`src/rtl/poly_synth_pkg.sv`:
```
// poly_synth_pkg: waveform modes, note phase increments and noise LFSR constants
// shared by poly_synth_core and poly_osc_voice.
package poly_synth_pkg;
  typedef enum logic [1:0] {SQUARE, SAW, TRI, NOISE} wave_mode_t;
  // Increments for a 24-bit accumulator at 10 MHz, key 0 = C4; keys 13..15 are unused
  localparam logic [15:0][23:0] NOTE_INC = {
    24'd0,   24'd0,   24'd0,   24'd878, 24'd829, 24'd782, 24'd738, 24'd697,
    24'd658, 24'd621, 24'd586, 24'd553, 24'd522, 24'd493, 24'd465, 24'd439};
  localparam logic [15:0] LFSR_SEED = 16'hACE1;
  localparam logic [15:0] LFSR_TAPS = 16'hB400;
endpackage

```
`src/rtl/poly_osc_voice.sv`:
```
// poly_osc_voice: one phase-accumulator oscillator with waveform shaping.
// With POLY_SYNTH_NOISE_EN it also plays the shared noise sample and flags MSB falls.
module poly_osc_voice
  import poly_synth_pkg::*;
#(
  parameter int PHASE_W  = 24,
  parameter int SAMPLE_W = 8
) (
  input  logic                clk,
  input  logic                n_rst,
  input  logic                en,
  input  logic                active_i,
  input  logic [3:0]          key_i,
  input  logic [1:0]          mode_i,
`ifdef POLY_SYNTH_NOISE_EN
  input  logic [SAMPLE_W-1:0] noise_i,
  output logic                msb_fall_o,
`endif
  output logic [SAMPLE_W-1:0] sample_o
);
  logic [PHASE_W-1:0] phase_q, phase_d, phase;
  logic [3:0] key_q, key_d;
  logic act_q, act_d;
  logic [SAMPLE_W-1:0] top, noise;
`ifdef POLY_SYNTH_NOISE_EN
  assign noise = noise_i;
  assign msb_fall_o = active_i & en & phase[PHASE_W-1] & ~phase_d[PHASE_W-1];
`else
  assign noise = '0;
`endif
  always_comb begin
    key_d = key_i;
    act_d = active_i;
    // A newly taken or changed key starts from phase 0 on this very cycle
    phase = (!act_q || key_q != key_i) ? '0 : phase_q;
    phase_d = (active_i && en) ? phase + PHASE_W'(NOTE_INC[key_i]) : '0;
    top = phase[PHASE_W-1 -: SAMPLE_W];
    sample_o = !active_i        ? '0 :
               mode_i == SQUARE ? (phase[PHASE_W-1] ? '0 : '1) :
               mode_i == SAW    ? top :
               mode_i == TRI    ? {top[SAMPLE_W-2:0], 1'b0} ^ {SAMPLE_W{top[SAMPLE_W-1]}} :
                                  noise;
  end
  always_ff @(posedge clk or negedge n_rst)
    if (!n_rst) begin
      phase_q <= '0;
      key_q   <= '0;
      act_q   <= 1'b0;
    end else begin
      phase_q <= phase_d;
      key_q   <= key_d;
      act_q   <= act_d;
    end
endmodule

```
`src/rtl/poly_synth_core.sv`:
```
// poly_synth_core: polyphonic keypad synth with voice allocation, averaging mixer and PWM DAC.
// Define POLY_SYNTH_NOISE_EN to add the NOISE waveform mode driven by a 16-bit Galois LFSR.
module poly_synth_core
  import poly_synth_pkg::*;
#(
  parameter int NUM_VOICES = 4,
  parameter int NUM_KEYS   = 13,
  parameter int PHASE_W    = 24,
  parameter int SAMPLE_W   = 8
) (
  input  logic                  clk,
  input  logic                  n_rst,
  input  logic                  en,
  input  logic [NUM_KEYS-1:0]   keypad_i,
  input  logic                  mode_i,
  output logic                  pwm_o,
  output logic [1:0]            mode_o,
  output logic [NUM_VOICES-1:0] voice_active_o
);
  localparam int LOG_V = $clog2(NUM_VOICES);
  localparam int MIX_W = SAMPLE_W + LOG_V;
  logic [NUM_KEYS-1:0] keys_q, keys_d, rem;
  logic btn_q, btn_d, btn_prev_q, btn_prev_d;
  wave_mode_t mode_q, mode_d;
  logic [NUM_VOICES-1:0] active;
  logic [NUM_VOICES-1:0][3:0] voice_key;
  logic [NUM_VOICES-1:0][SAMPLE_W-1:0] sample;
  logic [MIX_W-1:0] sum_q, sum_d;
  logic [SAMPLE_W-1:0] mix, cnt_q, cnt_d, duty_q, duty_d;
  logic pwm_q, pwm_d;
`ifdef POLY_SYNTH_NOISE_EN
  logic [15:0] lfsr_q, lfsr_d;
  logic [NUM_VOICES-1:0] fall;
  always_comb lfsr_d = |fall ? ((lfsr_q >> 1) ^ (lfsr_q[0] ? LFSR_TAPS : 16'h0)) : lfsr_q;
  always_ff @(posedge clk or negedge n_rst)
    if (!n_rst) lfsr_q <= LFSR_SEED;
    else lfsr_q <= lfsr_d;
`endif
  // Voice v takes the lowest remaining pressed key; extra keys fall off the end
  always_comb begin
    active = '0;
    voice_key = '0;
    rem = keys_q;
    for (int v = 0; v < NUM_VOICES; v++) begin
      for (int k = NUM_KEYS - 1; k >= 0; k--)
        if (rem[k]) voice_key[v] = 4'(k);
      active[v] = |rem;
      rem = rem & (rem - NUM_KEYS'(1));
    end
  end
  always_comb begin
    keys_d = keypad_i;
    btn_d = mode_i;
    btn_prev_d = btn_q;
`ifdef POLY_SYNTH_NOISE_EN
    mode_d = (btn_q && !btn_prev_q) ? wave_mode_t'(mode_q + 2'd1) : mode_q;
`else
    mode_d = (btn_q && !btn_prev_q) ? (mode_q == TRI ? SQUARE : wave_mode_t'(mode_q + 2'd1)) : mode_q;
`endif
    sum_d = '0;
    for (int v = 0; v < NUM_VOICES; v++) sum_d = sum_d + MIX_W'(sample[v]);
    mix = SAMPLE_W'(sum_q >> LOG_V);
    cnt_d = en ? cnt_q + SAMPLE_W'(1) : '0;
    duty_d = !en ? '0 : (cnt_q == '0 ? mix : duty_q);
    pwm_d = en && (cnt_q < duty_d);
  end
  always_ff @(posedge clk or negedge n_rst)
    if (!n_rst) begin
      keys_q     <= '0;
      btn_q      <= 1'b0;
      btn_prev_q <= 1'b0;
      mode_q     <= SQUARE;
      sum_q      <= '0;
      cnt_q      <= '0;
      duty_q     <= '0;
      pwm_q      <= 1'b0;
    end else begin
      keys_q     <= keys_d;
      btn_q      <= btn_d;
      btn_prev_q <= btn_prev_d;
      mode_q     <= mode_d;
      sum_q      <= sum_d;
      cnt_q      <= cnt_d;
      duty_q     <= duty_d;
      pwm_q      <= pwm_d;
    end
  for (genvar v = 0; v < NUM_VOICES; v++) begin : g_voice
    poly_osc_voice #(.PHASE_W(PHASE_W), .SAMPLE_W(SAMPLE_W)) u_voice (
      .clk      (clk),
      .n_rst    (n_rst),
      .en       (en),
      .active_i (active[v]),
      .key_i    (voice_key[v]),
      .mode_i   (mode_q),
`ifdef POLY_SYNTH_NOISE_EN
      .noise_i  (lfsr_q[15 -: SAMPLE_W]),
      .msb_fall_o(fall[v]),
`endif
      .sample_o (sample[v])
    );
  end
  assign pwm_o = pwm_q;
  assign mode_o = mode_q;
  assign voice_active_o = active;
endmodule

```
`config.mk`:
```
export PLATFORM = sky130hd
export DESIGN_NAME = poly_synth_core
export DESIGN_NICKNAME = d
export VERILOG_FILES = /design/src/rtl/poly_synth_pkg.sv /design/src/rtl/poly_osc_voice.sv /design/src/rtl/poly_synth_core.sv
export SDC_FILE = /design/constraint.sdc
export NUM_CORES = 1
export LEC_CHECK = 0
export BUFFER_PORTS_ARGS = -buffer_cell sky130_fd_sc_hd__buf_2
export CAP_MARGIN = 20
export CORE_MARGIN = 8
export CORE_UTILIZATION = 45
export DETAILED_ROUTE_END_ITERATION = 6
export SYNTH_ARGS = -nofsm -noshare
export SYNTH_HDL_FRONTEND = slang
export SYNTH_HIERARCHICAL = 1
export SYNTH_SLANG_ARGS = --single-unit
```
`constraint.sdc`:
```
create_clock -name clk -period 6.4 [get_ports clk]
set_input_delay 0.64 -clock clk [delete_from_list [all_inputs] [get_ports clk]]
set_output_delay 0.64 -clock clk [all_outputs]
set_load 0.05 [all_outputs]
```
==> After elaboration in Yosys (flattened, before gate mapping) <==
Memories as Yosys holds them, arrays and structs flattened.
Cells that the tools add are included.
{ "op_classes": {"add_sub_neg": 12, "magnitude_cmp": 5, "eq_ne": 6, "n_mux": 88, "bitwise_logic": 7, "reduce_logical": 21} }
{ "ops": {"columns": ["cell", "count"], "rows": [
  ["24-bit 2-to-1 mux", 12],
  ["4-bit 2-to-1 mux", 52],
  ["8-bit 2-to-1 mux", 23],
  ["24-bit adder", 4],
  ["13-bit OR reduction", 4],
  ["13-bit AND", 3],
  ["13-bit by 1-bit subtractor with 13-bit output (second input constant)", 3],
  ["8-bit XOR", 4],
  ["4-bit by 5-bit < comparator with 1-bit output (second input constant)", 4],
  ["4-bit inequality test", 4],
  ["10-bit by 8-bit adder with 10-bit output", 1],
  ["9-bit by 8-bit adder with 10-bit output", 1],
  ["8-bit by 8-bit adder with 9-bit output", 1],
  ["8-bit by 1-bit adder with 8-bit output (second input constant)", 1],
  ["8-bit logical NOT", 1],
  ["8-bit < comparator", 1],
  ["1-bit logical AND", 6],
  ["1-bit logical NOT", 5],
  ["1-bit logical OR", 4],
  ["2-bit by 1-bit adder with 2-bit output (second input constant)", 1],
  ["2-bit by 1-bit == test with 1-bit output (second input constant)", 1],
  ["2-bit == test (second input constant)", 1],
  ["2-bit logical NOT", 1],
  ["2-bit 2-to-1 mux", 1]
]} }
{ "totals": {"register_bits": 160, "mem_bits_ro": 1536, "input_bits": 17, "out_inout_bits": 7, "word_cells": 163, "n_memories": 4} }
{ "mem_list": {"columns": ["memory", "depth", "width", "read_ports", "rd_ports_with_merged_regs", "wr", "line", "source"], "rows": [
  ["(no name shown)", 16, 24, 1, 0, 0, "poly_osc_voice.sv:36", "phase_d = (active_i && en) ? phase + PHASE_W'(NOTE_INC[key_i]) : '0;"],
  ["(no name shown)", 16, 24, 1, 0, 0, "poly_osc_voice.sv:36", null],
  ["(no name shown)", 16, 24, 1, 0, 0, "poly_osc_voice.sv:36", null],
  ["(no name shown)", 16, 24, 1, 0, 0, "poly_osc_voice.sv:36", null]
]} }

==> Depth between registers and ports, before layout <==
Gate-level depths: netlist (run 1).
{ "logic_depth": {"word_depth": 28, "ltp_mapped": 29, "mapped_depth_nobuf": 26} }

==> By module <==
Netlist (run 1), hierarchy kept.
{ "by_module_without_submodules": {"columns": ["mod", "instances", "cells_each", "area_per_inst_um2"], "rows": [
  ["poly_osc_voice at g_voice[1].u_voice ...", 3, 260, 2258.4],
  ["poly_synth_core", 1, 381, 3454.6],
  ["poly_osc_voice at g_voice[0].u_voice", 1, 271, 2337.2]
]} }

==> Worst setup path after synthesis (run 1) <==
Ideal clock, no wire load.
{ "synth_timing": {"path_type": "register to register", "startpoint": "register keys_q[1]", "endpoint": "register sum_q[9]", "setup_ns": 0.064, "arrival_ns": 5.967, "required_time_ns": 6.336, "slack_ns": 0.369, "path_stages_with_launch": 27, "synth_period_minus_slack_ns": 6.031, "cell_sequence": "dfrtp_1 buf_2 or4_4 buf_6 a211oi_2 nor3_1 o311a_1 o21ai_1 a211oi_1 nor2_1 xnor2_1 nand3_1 nor2_4 nand2_1 o31ai_1 nor2_1 fa_1 fa_1 nand3b_1 fa_1 nor2b_1 o21ai_0 a21boi_0 o21ai_0 nand2b_1 a21o_1 a21o_1"} }
{ "synth_lines": {"columns": ["element", "line", "source"], "rows": [
  ["from (decl)", "poly_synth_core.sv:22", "logic [NUM_KEYS-1:0] keys_q, keys_d, rem;"],
  ["from (signal assigned)", "poly_synth_core.sv:78", "keys_q <= keys_d;"],
  ["to (signal assigned)", "poly_synth_core.sv:82", "sum_q <= sum_d;"],
  ["to (decl)", "poly_synth_core.sv:28", "logic [MIX_W-1:0] sum_q, sum_d;"]
]} }

==> results.md, run 1 <==
- Of the total synthesized cell area, the portion taken by XOR and XNOR cells is 7.13%.
- Final hold analysis gives a worst-case slack of 0.282 ns.
- Summing the areas of all and, or, nand and nor instances in the mapped netlist gives 20.9% of the synthesized area.
- The number of iterations in the first detailed-routing pass is 4.
- After synthesis, the largest family of logic cells by area is compound AO/OA/AOI/OAI gates.
- For this configuration, the core starts out at a cell density of 45.5%.
- The worst hold path belongs to the class in -> async.
- For this run, the post-layout net count is 1566.
- The worst setup path is captured at a flip-flop.
- Summed over all layers, the global routing overflow is 0.
- The post-CTS clock slew at the launch and capture registers of the worst setup and hold paths is 0.06 ns.
- The clock root buffer is sky130_fd_sc_hd__clkbuf_16.
- For this run, the register share of the synthesized area comes to 31.5%.
- Once detail routing completed, the nets flagged for antenna violations numbered 0.
- The highest-delay cell along the critical path is sky130_fd_sc_hd__or4_4.
- The number of nets in the synthesized netlist is 1545.
- The number of CTS-inserted buffers is 17.
- Yosys printed 6 warnings.
- In the final routed layout, each cell accounts on average for 16.2 um.
- The power density normalized to cell area is 285 nW/um^2.
- The share of Yosys cell area claimed by the top area cell type is 31.5%.
- The analysis attributes to cell leakage a power of 6.14 nW.
- The post-layout minimum cycle time is 5.94 ns.
- The antenna diode count is 0.
- The buffers plus inverters on the worst setup path is 1.
- The top cell types in the final layout, fill and taps aside, are 157 x sky130_fd_sc_hd__dfrtp_1, 123 x sky130_fd_sc_hd__nor2_1, 121 x sky130_fd_sc_hd__a21oi_1, 121 x sky130_fd_sc_hd__nand2_1, 76 x sky130_fd_sc_hd__ha_1.
- Static timing analysis puts the maximum clock frequency at 168 MHz.
- The end-of-flow core utilization is 50.2%.
- The pin count of the biggest net entering global routing is 94.
- The combined global-route utilization of all metal layers is 18.3%.
- Sorting the synthesized cells by area gives the leading types as sky130_fd_sc_hd__dfrtp_1 31%, sky130_fd_sc_hd__ha_1 7.6%, sky130_fd_sc_hd__a21oi_1 4.8%, sky130_fd_sc_hd__xor2_1 3.8%, sky130_fd_sc_hd__nor2_1 3.7%.
- The final hold violation count came to 0.
- For the pin with the worst max-slew slack, the measured transition is 0.903 ns.
- TritonCTS built the clock tree.
- At the worst endpoint, the required time is 6.77 ns.
- The worst-case headroom to the max-slew limit is 39.3%.
- Synthesis produced 1432 cells.
- The final worst-path setup slack is 0.464 ns.
- The synthesized netlist devotes 22.9% of its cell area to compound gates.
- After Yosys synthesis, full adders, half adders and majority gates account for 11.0% of the synthesized area.
- The number of port buffers is 23.
- The wire length of the first global-routing pass is 50500 um.
- After synthesis the netlist holds a flip-flop and latch count of 158.
- The final RePlAce weighted congestion is 0.875.
- For this run, the leading register cell type out of synthesis is sky130_fd_sc_hd__dfrtp_1.
- Compared with the post-synthesis result, the final layout area differs by 10.5%.
- The number of pins with negative max-slew slack in the final report was 0.
- The floorplan has 61 rows.
- The final setup skew is 0.00814 ns.
- The kind of critical path is reg -> reg.
- The detailed-route via count is 10400.
- The post-synthesis instance area is 12600 um^2.
- The die is 183 um wide.
- The cell seen most often among critical-path stages is sky130_fd_sc_hd__fa_1.
- The routed wire length is 29800 um.
- The via count of the first global-routing pass is 9972.
- Clock latency on the worst-skew pair, taken at its later pin, is 0.43 ns.
- The area enclosed by the die boundary is 33500 um^2.
- The number of synthesized flops with an enable pin is 0.
- From bottom edge to top edge, the die measures 183 um.
- The async set or reset register ratio after synthesis is 100%.
- The initial antenna violation count came to 0.
- Max-cap violations in this run came to 0.
- The highest metal layer carrying signal wires in the routed design is met4.
- The part of the cycle the worst path needs is 92.7%.
- The routed design uses 13600 um of met2 wire.
- Detailed placement ended at an HPWL of 21100 um.
- The setup-violating endpoint count in the final report is 0.
- The clock net sink count is 158.
- The flow ran to the end, and the final reports show no timing, DRC or antenna violations.
- The synthesized design spends more area on one cell type than any other, namely sky130_fd_sc_hd__dfrtp_1.
- The longest individual stage delay on the worst path is 0.61 ns.
- The met1 wire length is 15000 um.
- The maximum level of the CTS H-tree is 4.
- After synthesis, the mean cell area works out to 8.78 um^2.
- In this run the deepest clock path goes through 2 buffers.
- The data arrival time of the critical path is 6.30 ns.
- The count of cell types in the netlist is 89.
- The number of remaining DRC errors is 0.
- Summed over all nets, wire length on met3 after detailed routing comes to 853 um.
- The routed via count divided by cell count is 5.66.
- The number of hold buffers added after CTS was 0.
- STA classifies the critical path startpoint as a flip-flop.
- The library cell used most frequently in the layout, excluding fill and tap cells, is sky130_fd_sc_hd__dfrtp_1.
- The core box area is 27600 um^2.
- Of the cells placed in the final design, the portion with a size suffix greater than 1 is 11.9%.
- The pre-CTS setup slack is 0.261 ns.
- The maximum VDD drop is 0.219 mV.
- The number of I/O pins is 24.
- The number of violations reported at the end of detailed-routing iteration 0 is 602.
- The mux share of post-synthesis cell area is 2.68%.
- Among cell families on the critical path, the largest total delay comes from simple AND/OR/NAND/NOR gates.
- The largest fanout of any net on the critical path is 7.
[synthesized netlist by cell type (20+ instances only)]
| cell | n |
|---|---|
| sky130_fd_sc_hd__dfrtp_1 | 158 |
| sky130_fd_sc_hd__nor2_1 | 123 |
| sky130_fd_sc_hd__a21oi_1 | 121 |
| sky130_fd_sc_hd__nand2_1 | 121 |
| sky130_fd_sc_hd__ha_1 | 76 |
| sky130_fd_sc_hd__o21ai_0 | 62 |
| sky130_fd_sc_hd__xor2_1 | 54 |
| sky130_fd_sc_hd__inv_1 | 52 |
| sky130_fd_sc_hd__clkbuf_1 | 39 |
| sky130_fd_sc_hd__nand3_1 | 39 |
| sky130_fd_sc_hd__xnor2_1 | 39 |
| sky130_fd_sc_hd__and2_1 | 38 |
| sky130_fd_sc_hd__and3_1 | 37 |
| sky130_fd_sc_hd__a21o_1 | 27 |
| sky130_fd_sc_hd__nor3_1 | 26 |
| sky130_fd_sc_hd__a211oi_1 | 22 |
| sky130_fd_sc_hd__fa_1 | 20 |
[routing by layer]
layer  global-route usage (%)  vias to the layer above
met1                     25.4                     5017
li1                         -                     5252
met2                     29.3                      138
met4                     4.68                        0
met3                     3.15                       19
met5                        0                        -
[cell type report]
cell class	count	area, um^2
multi-input combinational	1156	8180
clock buffer	20	457
tap	378	473
clock inverter	11	165
timing repair buffer	67	452
inverter	53	199
fill	2617	13700
sequential	158	3960
[kinds of logic (layout without fill, tap and decap cells)]
logic type               after synthesis  count (layout)
AND/OR/NAND/NOR                      503             504
AO/OA/AOI/OAI                        427             427
flip-flops                           158             158
buffers and inverters                119             151
adder cells (fa/ha/maj)               99              99
XOR/XNOR                              98              98
multiplexers                          28              28
[where the power goes]
group	switching, W	internal [W]
combinational	0.000969	0.000721
clock	0.000419	0.000670
sequential	0.0000431	0.00113
[sequential cells by signal, indices dropped and copies added (netlist names)]
name,count
g_voice.u_voice/key_q,16
cnt_q,8
g_voice.u_voice/act_q,4
duty_q,8
g_voice.u_voice/phase_q,96
keys_q,13
sum_q,8
btn_prev_q,1
pwm_o,1
btn_prev_d,1
mode_o,2
[final timing paths]
kind	start	endpoint	slack [ns]	cells after the start
hold reg to reg	btn_prev_d$_DFF_PN0_	btn_prev_q$_DFF_PN0_	0.38	0
setup / recovery	keys_q[2]$_DFF_PN0_	sum_q[9]$_DFF_PN0_	0.46	25
setup reg to reg	keys_q[2]$_DFF_PN0_	sum_q[9]$_DFF_PN0_	0.46	25
hold / removal	n_rst	g_voice[0].u_voice/phase_q[6]$_DFF_PN0_	0.28	1
min in group clk	keypad_i[9]	keys_q[9]$_DFF_PN0_	0.32	1
max in group asynchronous	n_rst	keys_q[2]$_DFF_PN0_	4.66	2
[stage by stage]
step | area, um^2 | cells | TNS (ns) | total power, W
after floorplan | 12600 | 1432 | 0 | 0.00250
after global placement | 13200 | 1807 | 0 | 0.00285
after detailed placement | 13200 | 1807 | 0 | 0.00288
after CTS | 13800 | 1838 | 0 | 0.00400
after global routing | 13900 | 1843 | -0.000788 | 0.00429
final | 13900 | 1843 | 0 | 0.00395
[what timing repair did]
action                                  CTS  global route
endpoints found under the setup margin    0             5
buffers inserted                          0             4
gates resized for setup                   0            11
No activity file was read; power rests on OpenSTA's default activity.
==> run 2, diff against run 1 <==
==> constraint.sdc (replaced) <==
create_clock -name clk -period 6.5 [get_ports clk]
set_input_delay 0.65 -clock clk [delete_from_list [all_inputs] [get_ports clk]]
set_output_delay 0.65 -clock clk [all_outputs]
set_load 0.05 [all_outputs]
==> results.md, run 2 (synthesis gave the netlist of run 1 again) <==
- The run finished with clean final reports.
- The fill cell total of the finished layout is 2669 (+2.0%).
- The number of port buffers is 23 (unchanged).
- The initial antenna violation count is 0 (unchanged).
- The maximum level of the CTS H-tree was 4 (unchanged).
- The number of I/O pins came to 24 (unchanged).
- The kind of end point of the critical path is a flip-flop.
- The longest individual stage delay on the worst path came to 0.63 ns (+0.02 ns).
- The routed wire length is 29900 um (+0.34%).
- The highest-delay cell along the critical path is sky130_fd_sc_hd__or4_4.
- The filler-free cell count of the finished design is 1843 (unchanged).
- The count of placed standard cells including taps is 1804 (-0.17%).
- The share of cells above drive strength 1 is 11.6% (-0.27 points).
- The part of the cycle the worst path needs came to 93.0% (+0.24 points).
- The die width is 183 um (unchanged).
- The number of CTS-inserted buffers is 17 (unchanged).
- The worst slack on hold paths is 0.243 ns (-0.0388 ns).
- The number of remaining DRC errors is 0 (unchanged).
- The maximum VDD drop came to 0.229 mV (+4.5%).
- The area enclosed by the die boundary is 33500 um^2 (unchanged).
- In the layout the commonest cells are 157 x sky130_fd_sc_hd__dfrtp_1, 123 x sky130_fd_sc_hd__nor2_1, 121 x sky130_fd_sc_hd__a21oi_1, 121 x sky130_fd_sc_hd__nand2_1, 76 x sky130_fd_sc_hd__ha_1.
- The largest fanout of any net on the critical path is 10 (+3).
- The wire length of the first global-routing pass was 50300 um (-0.53%).
- The combined global-route utilization of all metal layers is 18.3% (-0.058 points).
- The number of violations reported at the end of detailed-routing iteration 0 is 721 (+20%).
- The slew at the pin closest to its max-slew limit is 0.877 ns (-0.0254 ns).
- The final hold violation count came to 0 (unchanged).
- The data arrival time of the critical path is 6.42 ns (+0.12 ns).
- The post-layout minimum cycle time was 6.04 ns (+0.108 ns).
- The number of pins with negative max-slew slack in the final report came to 0 (unchanged).
- The total negative slack for setup checks was 0 ns (unchanged).
- The buffers plus inverters on the worst setup path came to 1 (unchanged).
- The final RePlAce weighted congestion was 0.934 (+6.8%).
- The setup-violating endpoint count in the final report was 0 (unchanged).
- In this run the clock root is driven by a sky130_fd_sc_hd__clkbuf_16.
- The clock net sink count is 158 (unchanged).
- The worst hold path class is in -> async.
- The leftover overflow at the end of global routing is 0 (unchanged).
- The pin count of the biggest net entering global routing is 81 (-14%).
- The end-of-flow core utilization came to 50.1% (-0.14 points).
- The number of hold-repair buffers added at the cts stage came to 0 (unchanged).
- The flip-flop count of the largest register, all copies and words added was 96 (unchanged).
- The data required time of the worst path came to 6.88 ns (+0.11 ns).
- The via count of the first global-routing pass is 9922 (-0.50%).
- The worst-case headroom to the max-slew limit was 41.1% (+1.7 points).
- The post-DP HPWL is 21400 um (+1.2%).
- The cell family contributing the most delay on the critical path is simple AND/OR/NAND/NOR gates.
- The largest registers in the layout are g_voice.u_voice/phase_q x96, g_voice.u_voice/key_q x16, keys_q x13.
- STA classifies the critical path startpoint as a flip-flop.
- The remaining number of nets flagged by the antenna check after routing is 0 (unchanged).
- The die boundary height came to 183 um (unchanged).
- Leaving out fill and tap cells, the most frequent cell in the layout is sky130_fd_sc_hd__dfrtp_1.
- The number of nets in the layout is 1565 (-0.064%).
- The register containing the most flip-flops in the final layout is g_voice.u_voice/phase_q.
- The standard-cell row count is 61 (unchanged).
- The power density normalized to cell area is 277 nW/um^2 (-2.5%).
- The initial standard-cell utilization of the core was 45.5% (unchanged).
- The kind of critical path is reg -> reg.
- The core box area was 27600 um^2 (unchanged).
- The detailed-route wire length per cell is 16.2 um (+0.34%).
- Compared with the post-synthesis result, the final layout area differs by 10.2%.
- The clock insertion delay at the later pin of the skew report is 0.44 ns (about the same).
- The detailed-route via count is 10500 (+0.55%).
- Counting stages on the worst path, the most repeated cell is sky130_fd_sc_hd__fa_1.
- The routed via count divided by cell count is 5.69 (+0.55%).
- The antenna diode count is 0 (unchanged).
- The number of maximum-capacitance constraint violations is 0 (unchanged).
- The clock tree from TritonCTS is yes.
- The highest clock frequency the design can meet is 165 MHz (-1.8%).
- The maximum number of buffers from clock root to sink is 2 (unchanged).
- The number of iterations in the first detailed-routing pass came to 7 (+3).
- The final setup skew was 0.0110 ns (+0.00288 ns).
- The total power draw is 0.00384 W (-2.8%).
- The post-CTS clock slew at the launch and capture registers of the worst setup and hold paths is 0.06 ns (about the same).
- The leakage component of the power is 6.13 nW (-0.23%).
[run 2: cell count changes in the layout (fill, tap and decap cells not counted), moves of 2 or more]
cell / before / now
sky130_fd_sc_hd__a211oi_1: 20 / 22
sky130_fd_sc_hd__clkbuf_8: 2 / 4
sky130_fd_sc_hd__buf_4: 44 / 42
sky130_fd_sc_hd__bufinv_16: 4 / 2
[run 2: what timing repair did]
action,in CTS,in global routing
gates resized for setup,0,5
buffers inserted,0,5
endpoints found under the setup margin,0,4
[run 2: power breakdown]
| part | switching, W | leakage, nW | total, W | internal, W |
|---|---|---|---|---|
| Combinational | 0.000954 | 3.78 | 0.00166 | 0.000710 |
| Clock | 0.000418 | 0.293 | 0.00102 | 0.000606 |
| Sequential | 0.0000417 | 2.05 | 0.00115 | 0.00111 |
| Total | 0.00141 | 6.13 | 0.00384 | 0.00243 |
[run 2: metal layers]
layer	GRT usage (%)	part of all wire (%)
met1	25.2	49
met2	28.7	45
met3	3.03	3.0
met4	6.12	2.2
met5	0	0
[run 2: path summary, 6_finish.rpt]
check                                     start                                 endpoint  slack [ns]  cells past startpoint
min reg2reg                btn_prev_d$_DFF_PN0_                     btn_prev_q$_DFF_PN0_        0.38                      0
max                         keys_q[2]$_DFF_PN0_                       sum_q[9]$_DFF_PN0_        0.46                     25
min                                       n_rst  g_voice[0].u_voice/phase_q[5]$_DFF_PN0_        0.24                      1
max in group asynchronous                 n_rst  g_voice[1].u_voice/phase_q[0]$_DFF_PN0_        5.08                      3
max reg2reg                 keys_q[2]$_DFF_PN0_                       sum_q[9]$_DFF_PN0_        0.46                     25
min in group clk                    keypad_i[1]                      keys_q[1]$_DFF_PN0_        0.32                      1
[run 2: final cells by class]
class | count | area (um^2) | share of cell area [%]
Inverter | 53 | 199 | 1.44
Timing Repair Buffer | 66 | 464 | 3.35
Tap cell | 378 | 473 | 3.42
Multi-Input combinational cell | 1156 | 8160 | 58.9
Sequential cell | 158 | 3960 | 28.6
Clock buffer | 23 | 488 | 3.52
Clock inverter | 9 | 109 | 0.786
[run 2: through the flow]
| step | worst slack [ns] | cell area (um^2) |
|---|---|---|
| floorplan | 0.469 | 12600 |
| global placement | 0.415 | 13200 |
| detailed placement | 0.209 | 13200 |
| CTS | 0.180 | 13700 |
| global route | -0.00341 | 13800 |
| finish | 0.456 | 13800 |
